[src/rtl/cdb_arbiter_if.sv]
// rtl/cdb_arbiter_if.sv - execution-unit request bus and registered CDB broadcast
interface cdb_arbiter_if #(
  parameter int N_REQ  = 3,
  parameter int TAG_W  = 4,
  parameter int DATA_W = 32
);
  logic [N_REQ-1:0]        req;
  logic [N_REQ*TAG_W-1:0]  req_tag;
  logic [N_REQ*DATA_W-1:0] req_wdata;
  logic [N_REQ-1:0]        rdy;
  logic                    cdb_wr;
  logic [TAG_W-1:0]        cdb_tag;
  logic [DATA_W-1:0]       cdb_wdata;

  modport master (
    output req, req_tag, req_wdata,
    input  rdy, cdb_wr, cdb_tag, cdb_wdata
  );

  modport slave (
    input  req, req_tag, req_wdata,
    output rdy, cdb_wr, cdb_tag, cdb_wdata
  );
endinterface

[src/rtl/cdb_arbiter.sv]
// rtl/cdb_arbiter.sv - common data bus arbiter: fixed priority with aging or round-robin
module cdb_arbiter #(
  parameter int N_REQ        = 3,
  parameter int TAG_W        = 4,
  parameter int DATA_W       = 32,
  parameter int STARVE_LIMIT = 4
) (
  input  logic         clk,
  input  logic         rst_n,
  input  logic         prio_mode,
  input  logic         flush,
  cdb_arbiter_if.slave bus
);
  localparam int PTR_W = (N_REQ > 1) ? $clog2(N_REQ) : 1;
  localparam int CNT_W = $clog2(STARVE_LIMIT + 1);
  localparam logic [CNT_W-1:0] CNT_MAX  = CNT_W'(STARVE_LIMIT);
  localparam logic [PTR_W-1:0] PTR_LAST = PTR_W'(N_REQ - 1);

  logic [PTR_W-1:0]  rr_ptr;
  logic [CNT_W-1:0]  cnt [N_REQ];
  logic              gnt_vld;
  logic [PTR_W-1:0]  gnt_idx;
  logic [N_REQ-1:0]  gnt;
  logic [TAG_W-1:0]  gnt_tag;
  logic [DATA_W-1:0] gnt_wdata;

  function automatic logic [PTR_W-1:0] wrap_idx(input logic [PTR_W-1:0] base, input int off);
    int s;
    s = int'(base) + off;
    if (s >= N_REQ) s = s - N_REQ;
    return PTR_W'(s);
  endfunction

  // Loops run from the far end downward so the last hit (the winner) overwrites earlier ones.
  always_comb begin
    gnt_vld = 1'b0;
    gnt_idx = '0;
    if (rst_n && !flush) begin
      if (prio_mode) begin
        for (int k = N_REQ - 1; k >= 0; k--) begin
          if (bus.req[wrap_idx(rr_ptr, k)]) begin
            gnt_vld = 1'b1;
            gnt_idx = wrap_idx(rr_ptr, k);
          end
        end
      end else begin
        for (int i = N_REQ - 1; i >= 0; i--) begin
          if (bus.req[i]) begin
            gnt_vld = 1'b1;
            gnt_idx = PTR_W'(i);
          end
        end
        // A starved requester overrides plain priority.
        for (int i = N_REQ - 1; i >= 0; i--) begin
          if (bus.req[i] && cnt[i] == CNT_MAX) begin
            gnt_idx = PTR_W'(i);
          end
        end
      end
    end
  end

  always_comb begin
    gnt       = '0;
    gnt_tag   = '0;
    gnt_wdata = '0;
    if (gnt_vld) begin
      gnt[gnt_idx] = 1'b1;
      gnt_tag      = bus.req_tag[int'(gnt_idx)*TAG_W +: TAG_W];
      gnt_wdata    = bus.req_wdata[int'(gnt_idx)*DATA_W +: DATA_W];
    end
  end

  assign bus.rdy = gnt;

  always_ff @(posedge clk or negedge rst_n) begin
    if (!rst_n) begin
      for (int i = 0; i < N_REQ; i++) cnt[i] <= '0;
    end else if (!flush) begin
      for (int i = 0; i < N_REQ; i++) begin
        if (bus.req[i] && !gnt[i]) begin
          if (cnt[i] != CNT_MAX) cnt[i] <= cnt[i] + 1'b1;
        end else begin
          cnt[i] <= '0;
        end
      end
    end
  end

  always_ff @(posedge clk or negedge rst_n) begin
    if (!rst_n) begin
      rr_ptr <= '0;
    end else if (gnt_vld) begin
      rr_ptr <= (gnt_idx == PTR_LAST) ? '0 : gnt_idx + 1'b1;
    end
  end

  always_ff @(posedge clk or negedge rst_n) begin
    if (!rst_n) begin
      bus.cdb_wr    <= 1'b0;
      bus.cdb_tag   <= '0;
      bus.cdb_wdata <= '0;
    end else begin
      bus.cdb_wr    <= gnt_vld;
      bus.cdb_tag   <= gnt_tag;
      bus.cdb_wdata <= gnt_wdata;
    end
  end
endmodule

[src/flat_wrapper.sv]
// flat-port wrapper written by rule: the top's interface ports become plain ports
module cdb_arbiter_flat 
#(
  parameter int N_REQ        = 3,
  parameter int TAG_W        = 4,
  parameter int DATA_W       = 32,
  parameter int STARVE_LIMIT = 4
)
  (clk, rst_n, prio_mode, flush, bus_req, bus_req_tag, bus_req_wdata, bus_rdy, bus_cdb_wr, bus_cdb_tag, bus_cdb_wdata);
  cdb_arbiter_if #(.N_REQ(N_REQ), .TAG_W(TAG_W), .DATA_W(DATA_W)) bus_i ();
  input  logic clk;
  input  logic rst_n;
  input  logic prio_mode;
  input  logic flush;
  input wire logic [$bits(bus_i.req)-1:0] bus_req;
  input wire logic [$bits(bus_i.req_tag)-1:0] bus_req_tag;
  input wire logic [$bits(bus_i.req_wdata)-1:0] bus_req_wdata;
  output wire logic [$bits(bus_i.rdy)-1:0] bus_rdy;
  output wire logic [$bits(bus_i.cdb_wr)-1:0] bus_cdb_wr;
  output wire logic [$bits(bus_i.cdb_tag)-1:0] bus_cdb_tag;
  output wire logic [$bits(bus_i.cdb_wdata)-1:0] bus_cdb_wdata;
  assign bus_i.req = bus_req;
  assign bus_i.req_tag = bus_req_tag;
  assign bus_i.req_wdata = bus_req_wdata;
  assign bus_rdy = bus_i.rdy;
  assign bus_cdb_wr = bus_i.cdb_wr;
  assign bus_cdb_tag = bus_i.cdb_tag;
  assign bus_cdb_wdata = bus_i.cdb_wdata;
  cdb_arbiter #(.N_REQ(N_REQ), .TAG_W(TAG_W), .DATA_W(DATA_W), .STARVE_LIMIT(STARVE_LIMIT)) u_core (.clk(clk), .rst_n(rst_n), .prio_mode(prio_mode), .flush(flush), .bus(bus_i));
endmodule
[config.mk]
export PLATFORM = sky130hd
export DESIGN_NAME = cdb_arbiter_flat
export DESIGN_NICKNAME = d
export VERILOG_FILES = /design/src/rtl/cdb_arbiter_if.sv /design/src/rtl/cdb_arbiter.sv /design/src/flat_wrapper.sv
export SDC_FILE = /design/constraint.sdc
export NUM_CORES = 1
export LEC_CHECK = 0
export ABC_AREA = 1
export CORE_MARGIN = 5
export CORE_UTILIZATION = 41
export CTS_CLUSTER_DIAMETER = 30
export DETAILED_ROUTE_END_ITERATION = 10
export PLACE_DENSITY = 0.87
export SLEW_MARGIN = 20
export SYNTH_ARGS = -nofsm -noshare
export SYNTH_HDL_FRONTEND = slang
export SYNTH_SLANG_ARGS = --single-unit
[constraint.sdc]
create_clock -name clk -period 5.4 [get_ports clk]
set_input_delay 0.54 -clock clk [delete_from_list [all_inputs] [get_ports clk]]
set_output_delay 0.54 -clock clk [all_outputs]
set_load 0.05 [all_outputs]
# After elaboration in Yosys (flattened, before gate mapping)
# Index checks and enable logic that the tools add are counted.
word_totals:
  register_bits: 48
  input_bits: 115
  out_inout_bits: 40
  word_cells: 98
op_classes:
  add_sub_neg: 9
  n_lt_le_gt_ge: 8
  n_eq_ne: 10
  shift: 2
  muxes: 46
  bitwise_logic: 1
  n_reduce_logical: 15
op_table:
  columns: ["cell", "n"]
  rows:
  - ["96-bit by 8-bit variable part select with 32-bit output", 1]
  - ["2-bit two-way mux", 21]
  - ["32-bit two-way mux", 1]
  - ["3-bit two-way mux", 7]
  - ["2-bit by 3-bit < comparator with 1-bit output (second input constant)", 4]
  - ["1-bit two-way mux", 12]
  - ["12-bit by 5-bit variable part select with 4-bit output", 1]
  - ["3-bit by 1-bit adder with 3-bit output (second input constant)", 3]
  - ["3-bit equality test (second input constant)", 3]
  - ["3-bit inequality test (second input constant)", 3]
  - ["1-bit logical AND", 8]
  - ["1-bit binary-select mux with 2-bit select", 3]
  - ["3-bit by 2-bit >= comparator with 1-bit output (second input constant)", 2]
  - ["2-bit inequality test (second input constant)", 3]
  - ["2-bit AND reduction", 3]
  - ["1-bit zero test", 4]
  - ["4-bit two-way mux", 1]
  - ["2-bit subtractor (second input constant)", 2]
  - ["2-bit by 1-bit adder with 3-bit output (second input constant)", 1]
  - ["2-bit by 2-bit adder with 3-bit output (second input constant)", 1]
  - ["2-bit by 1-bit adder with 2-bit output (second input constant)", 1]
  - ["1-bit demux with 2-bit select", 1]
  - ["2-bit equality test (second input constant)", 1]
  - ["2-bit by 1-bit >= comparator with 1-bit output (second input constant)", 1]
  - ["3 further kinds", 3]

# Depth between registers and ports, before layout
logic_depth:
  word_depth: 21
  depth_mapped: 17
  depth_no_buf: 17

# Worst setup path after synthesis
# No wires, ideal clock.
synth_path:
  path_type: "register to output"
  startpoint: "register u_core.rr_ptr[0]"
  endpoint: "output bus_rdy[2]"
  t_arrival_ns: 1.715
  required_ns: 4.860
  setup_slack_ns: 3.145
  stages_incl_launch_ff: 13
  path_buffers: 1
  path_cell_list: "dfrtp_1 > inv_1 > ha_1 > inv_1 > nand2_1 > nand3_1 > nand2_1 > nand3_2 > nand2_1 > nand2_1 > nand2_2 > inv_2 > buf_2"
synth_via:
  elab_chain_cells: 17
  elab_cells_between_ends: 39
  classes_between: "add/sub: 5; order compare: 5; mux: 28; reduce/logical: 1"
synth_rtl:
  columns: ["element", "line_no", "source"]
  rows:
  - ["start: declaration", "cdb_arbiter.sv:19", "logic [PTR_W-1:0] rr_ptr;"]
  - ["start signal: assignment", "cdb_arbiter.sv:94", "rr_ptr <= (gnt_idx == PTR_LAST) ? '0 : gnt_idx + 1'b1;"]
  - ["2-bit by 2-bit adder with 3-bit output", "cdb_arbiter.sv:29", "s = int'(base) + off;"]
  - ["3-bit by 2-bit >= comparator with 1-bit output or 2-bit subtractor (tied branches)", "cdb_arbiter.sv:30", "if (s >= N_REQ) s = s - N_REQ;"]
  - ["2-bit two-way mux", "cdb_arbiter.sv:30", null]
  - ["2-bit two-way mux", "cdb_arbiter.sv:39", "if (prio_mode) begin"]
  - ["2-bit two-way mux", "cdb_arbiter.sv:38", "if (rst_n && !flush) begin"]
  - ["1-bit binary-select mux with 2-bit select", "cdb_arbiter.sv:41", "if (bus.req[wrap_idx(rr_ptr, k)]) begin"]
  - ["1-bit two-way mux (implied by the code)", "cdb_arbiter.sv:41", null]
  - ["2-bit two-way mux (3 in a row)", "cdb_arbiter.sv:41", null]
  - ["2-bit two-way mux", "cdb_arbiter.sv:39", null]
  - ["2-bit two-way mux", "cdb_arbiter.sv:38", null]
  - ["2-bit by 3-bit < comparator with 1-bit output (implied by the code) or 2-bit by 1-bit >= comparator with 1-bit output (tied branches)", "cdb_arbiter.sv:68", "gnt[gnt_idx] = 1'b1;"]
  - ["1-bit logical AND (implied by the code)", "cdb_arbiter.sv:68", null]
  - ["1-bit two-way mux (implied by the code)", "cdb_arbiter.sv:68", null]
  - ["1-bit demux with 2-bit select", null, null]
  - ["3-bit two-way mux (*)", "cdb_arbiter.sv:67", "if (gnt_vld) begin"]
  - ["end: declaration", "flat_wrapper.sv:18", "output wire logic [$bits(bus_i.rdy)-1:0] bus_rdy;"]
# Every way passes the cells marked *; elsewhere a longest branch is shown, timed or not. The select of a mux whose other input is x is not followed.

# Final worst setup path
layout_path:
  startpoint: "input bus_req[0]"
  endpoint: "output bus_rdy[1]"
layout_via:
  elab_chain_cells: 12
  elab_cells_between_ends: 28
  classes_between: "order compare: 2; mux: 24; reduce/logical: 2"
layout_rtl:
  columns: ["element", "line_no", "source"]
  rows:
  - ["start: declaration", "flat_wrapper.sv:15", "input wire logic [$bits(bus_i.req)-1:0] bus_req;"]
  - ["1-bit binary-select mux with 2-bit select", "cdb_arbiter.sv:41", null]
  - ["1-bit two-way mux (implied by the code)", "cdb_arbiter.sv:41", null]
  - ["2-bit two-way mux (3 in a row)", "cdb_arbiter.sv:41", null]
  - ["2-bit two-way mux", "cdb_arbiter.sv:39", null]
  - ["2-bit two-way mux", "cdb_arbiter.sv:38", null]
  - ["2-bit by 3-bit < comparator with 1-bit output (implied by the code) or 2-bit by 1-bit >= comparator with 1-bit output (tied branches)", "cdb_arbiter.sv:68", null]
  - ["1-bit logical AND (implied by the code)", "cdb_arbiter.sv:68", null]
  - ["1-bit two-way mux (implied by the code)", "cdb_arbiter.sv:68", null]
  - ["1-bit demux with 2-bit select", null, null]
  - ["3-bit two-way mux (*)", "cdb_arbiter.sv:67", null]
# Marked as above.

==> impl_metrics.ini <==
[run_status]
status = finished, final reports clean

[setup_path]
worst_setup_path_end_kind = output pin
required_ns = 4.86
start_kind = input port
reg2reg_slack_ns = 2.95
critPathArrivalTime_ns = 3.27
crit_start = bus_req[0]
cp_max_fo = 37
r2r-start = u_core.rr_ptr[0]
r2r_end = u_core.bus.cdb_wdata[21]
crit_type = input port to output pin
endpoint = bus_rdy[1]
r2r_cells = 13

[logic_synthesis]
synth_nets = 461
syn_area_per_cell_um2 = 7.61
seq_area_frac_synth = 0.468
synth_cell_types = 26
yosysWarnings = 0
synthesis.area_um2 = 2570
synth_cells = 337
ys_seq_elements = 48

[sta]
setup_viol = 0
drv_slew = 0
finalHoldViolCount = 0
worst_pin_slew_ns = 0.632
max_freq_mhz = 262
fin_crit_ns = 3.81
fin_setup_tns_ns = 0
slew_headroom = 0.578
fin_worst_skew_ns = 0.0130
period_share = 0.706
worst_hold_slack_ns = 0.195
rsz0062_at_grt = no

[cells_and_area]
n_fill_cell = 445
nets = 614
diodes = 0
seqCellArea_um2 = 1200
drive_gt1_frac = 0.0510
syn_to_final_growth_pct = 64.7
final_cells = 565
final_util = 0.706
multi_input_area_um2 = 1190

[floorplan]
initial_core_util = 0.428
dieArea_um2 = 7940
die_y_um = 89.1
placement_rows = 28
io_pins = 155
fp.dieW_um = 89.1
core_area_um2 = 5990

[route]
drcViolationCount = 0
vias = 2739
vias_per_cell = 4.85
wl_per_cell_um = 14.5
wl_mm = 8.21
antenna_left = 0
drtPass1Iterations = 4
drt_iter0_drc = 257

[clock_network]
cts_hold_buf = 0
root_buffer = clkbuf_8
clock_latency_ns = 0.30
tritoncts = yes
clk_path_buf_depth = 2
cts.sinks = 48
post-cts-setup-buffers = 0
path_clk_slew_ns = 0.09
cts_buffers = 5
htreeDepth = 2
post_cts_resized = 0

[grt]
grt_start_max_net_pins = 38
grt_antenna_before_repair = 0
grt_overflow_total = 0
grt_pass1_wl_mm = 12.6
first_global_vias = 2769
grt_util_all_layers = 0.202

[placed_design]
place_congestion = 0.814
dpl.hpwl_mm = 6.58
place_inst = 558
io_buffers = 154

[pwr]
cellPowerDensity_nw_per_um2 = 269
leakage_nw = 1.97
power.total_w = 0.00114
vdd_drop_max_mv = 0.136

[run]
cap_violations = 0

[min_path]
hold_path.class = input port to asynchronous set/reset pin
layout make-up:
| class | count | share of cell area |
|---|---|---|
| inverter | 28 | 0.0255 |
| tap | 75 | 0.0222 |
| timing repair buffer | 156 | 0.367 |
| clock buffer | 5 | 0.0163 |
| multi-input combinational | 251 | 0.282 |
| sequential | 48 | 0.284 |
| clock inverter | 2 | 0.00296 |
metrics by stage:
| stage | cell area, µm² | worst slack (ns) |
|---|---|---|
| 6_report | 4230 | 1.59 |
| 5_1_grt | 4230 | 1.42 |
| 4_1_cts | 4230 | 1.61 |
| 3_5_place_dp | 4150 | 1.62 |
| 3_3_place_gp | 4150 | 1.68 |
| 2_1_floorplan | 2570 | 3.15 |
worst max-delay path, cell delays in order:
cell and delay [ns]:
clkdlybuf4s50_1 0.66, inv_1 0.12, nand2_1 0.10, nand4_1 0.08, inv_1 0.07, nand3_1 0.07, nand2_1 0.09, nand2_2 0.11
inv_2 0.49, clkdlybuf4s50_1 0.93
registers in the layout, summed over array words and instances, names as in the netlist:
| signal | count |
|---|---|
| u_core.bus.cdb_wdata | 32 |
| u_core.cnt | 9 |
| u_core.rr_ptr | 2 |
| u_core.bus.cdb_tag | 4 |
| u_core.bus.cdb_wr | 1 |
metal layers:
layer / global-route usage / vias to the layer above / part of all wire
met5: 0 / - / 0
met4: 0.0582 / 0 / 0.017
li1: - / 1367 / -
met3: 0.0673 / 11 / 0.13
met1: 0.230 / 1220 / 0.36
met2: 0.358 / 141 / 0.50
kinds of logic after synthesis:
kind of cell,share of synthesized area
AO/OA/AOI/OAI,0.0590
XOR/XNOR,0.0102
adder cells (fa/ha/maj),0.0439
flip-flops,0.468
buffers and inverters,0.0673
AND/OR/NAND/NOR,0.352
synthesized netlist by cell type:
library cell,count,area [µm²]
nand2_1,153,574
xnor2_1,1,8.76
buf_4,1,7.51
nor2_4,1,11.3
buf_2,7,35.0
nor2_1,7,26.3
o21ai_1,5,25.0
xor2_1,2,17.5
a31oi_1,3,18.8
buf_6,2,22.5
o21ai_0,9,45.0
inv_1,22,82.6
dfrtp_1,48,1200
o21ai_2,2,17.5
nand3_2,2,20.0
a21oi_1,3,15.0
ha_1,9,113
inv_4,1,6.26
o211ai_1,1,7.51
nand3_4,1,17.5
nor2_2,1,6.26
nand2_2,2,12.5
a21boi_0,3,22.5
inv_2,5,18.8
nand4_1,3,18.8
nand3_1,43,215
worst min path at each step:
stage / from / endpoint / slack, ns / depth (start not counted)
3_3_place_gp: u_core.cnt[7] / u_core.cnt[7] / 0.50 / 2
3_5_place_dp: u_core.cnt[4] / u_core.cnt[4] / 0.52 / 2
2_1_floorplan: rst_n / u_core.bus.cdb_tag[0] / 0.24 / 0
6_report: rst_n / u_core.cnt[5] / 0.20 / 1
4_1_cts: rst_n / u_core.rr_ptr[1] / 0.20 / 1
5_1_grt: rst_n / u_core.rr_ptr[1] / 0.23 / 1
placed cells by master, fill, tap and decap left out, types with 5 or more instances in the layout:
cell,count
clkbuf_8,5
clkdlybuf4s50_1,153
dfrtp_1,48
ha_1,9
inv_1,22
inv_2,5
nand2_1,153
nand3_1,43
nor2_1,7
o21ai_0,9
o21ai_1,5
power by group:
| group | switching, W | internal, W | total, W | leakage [nW] |
|---|---|---|---|---|
| logic | 0.000306 | 0.000199 | 0.000505 | 1.30 |
| registers | 0.0000206 | 0.000406 | 0.000427 | 0.635 |
| clock network | 0.000116 | 0.0000879 | 0.000204 | 0.0400 |
(Power assumes the default switching activity.)
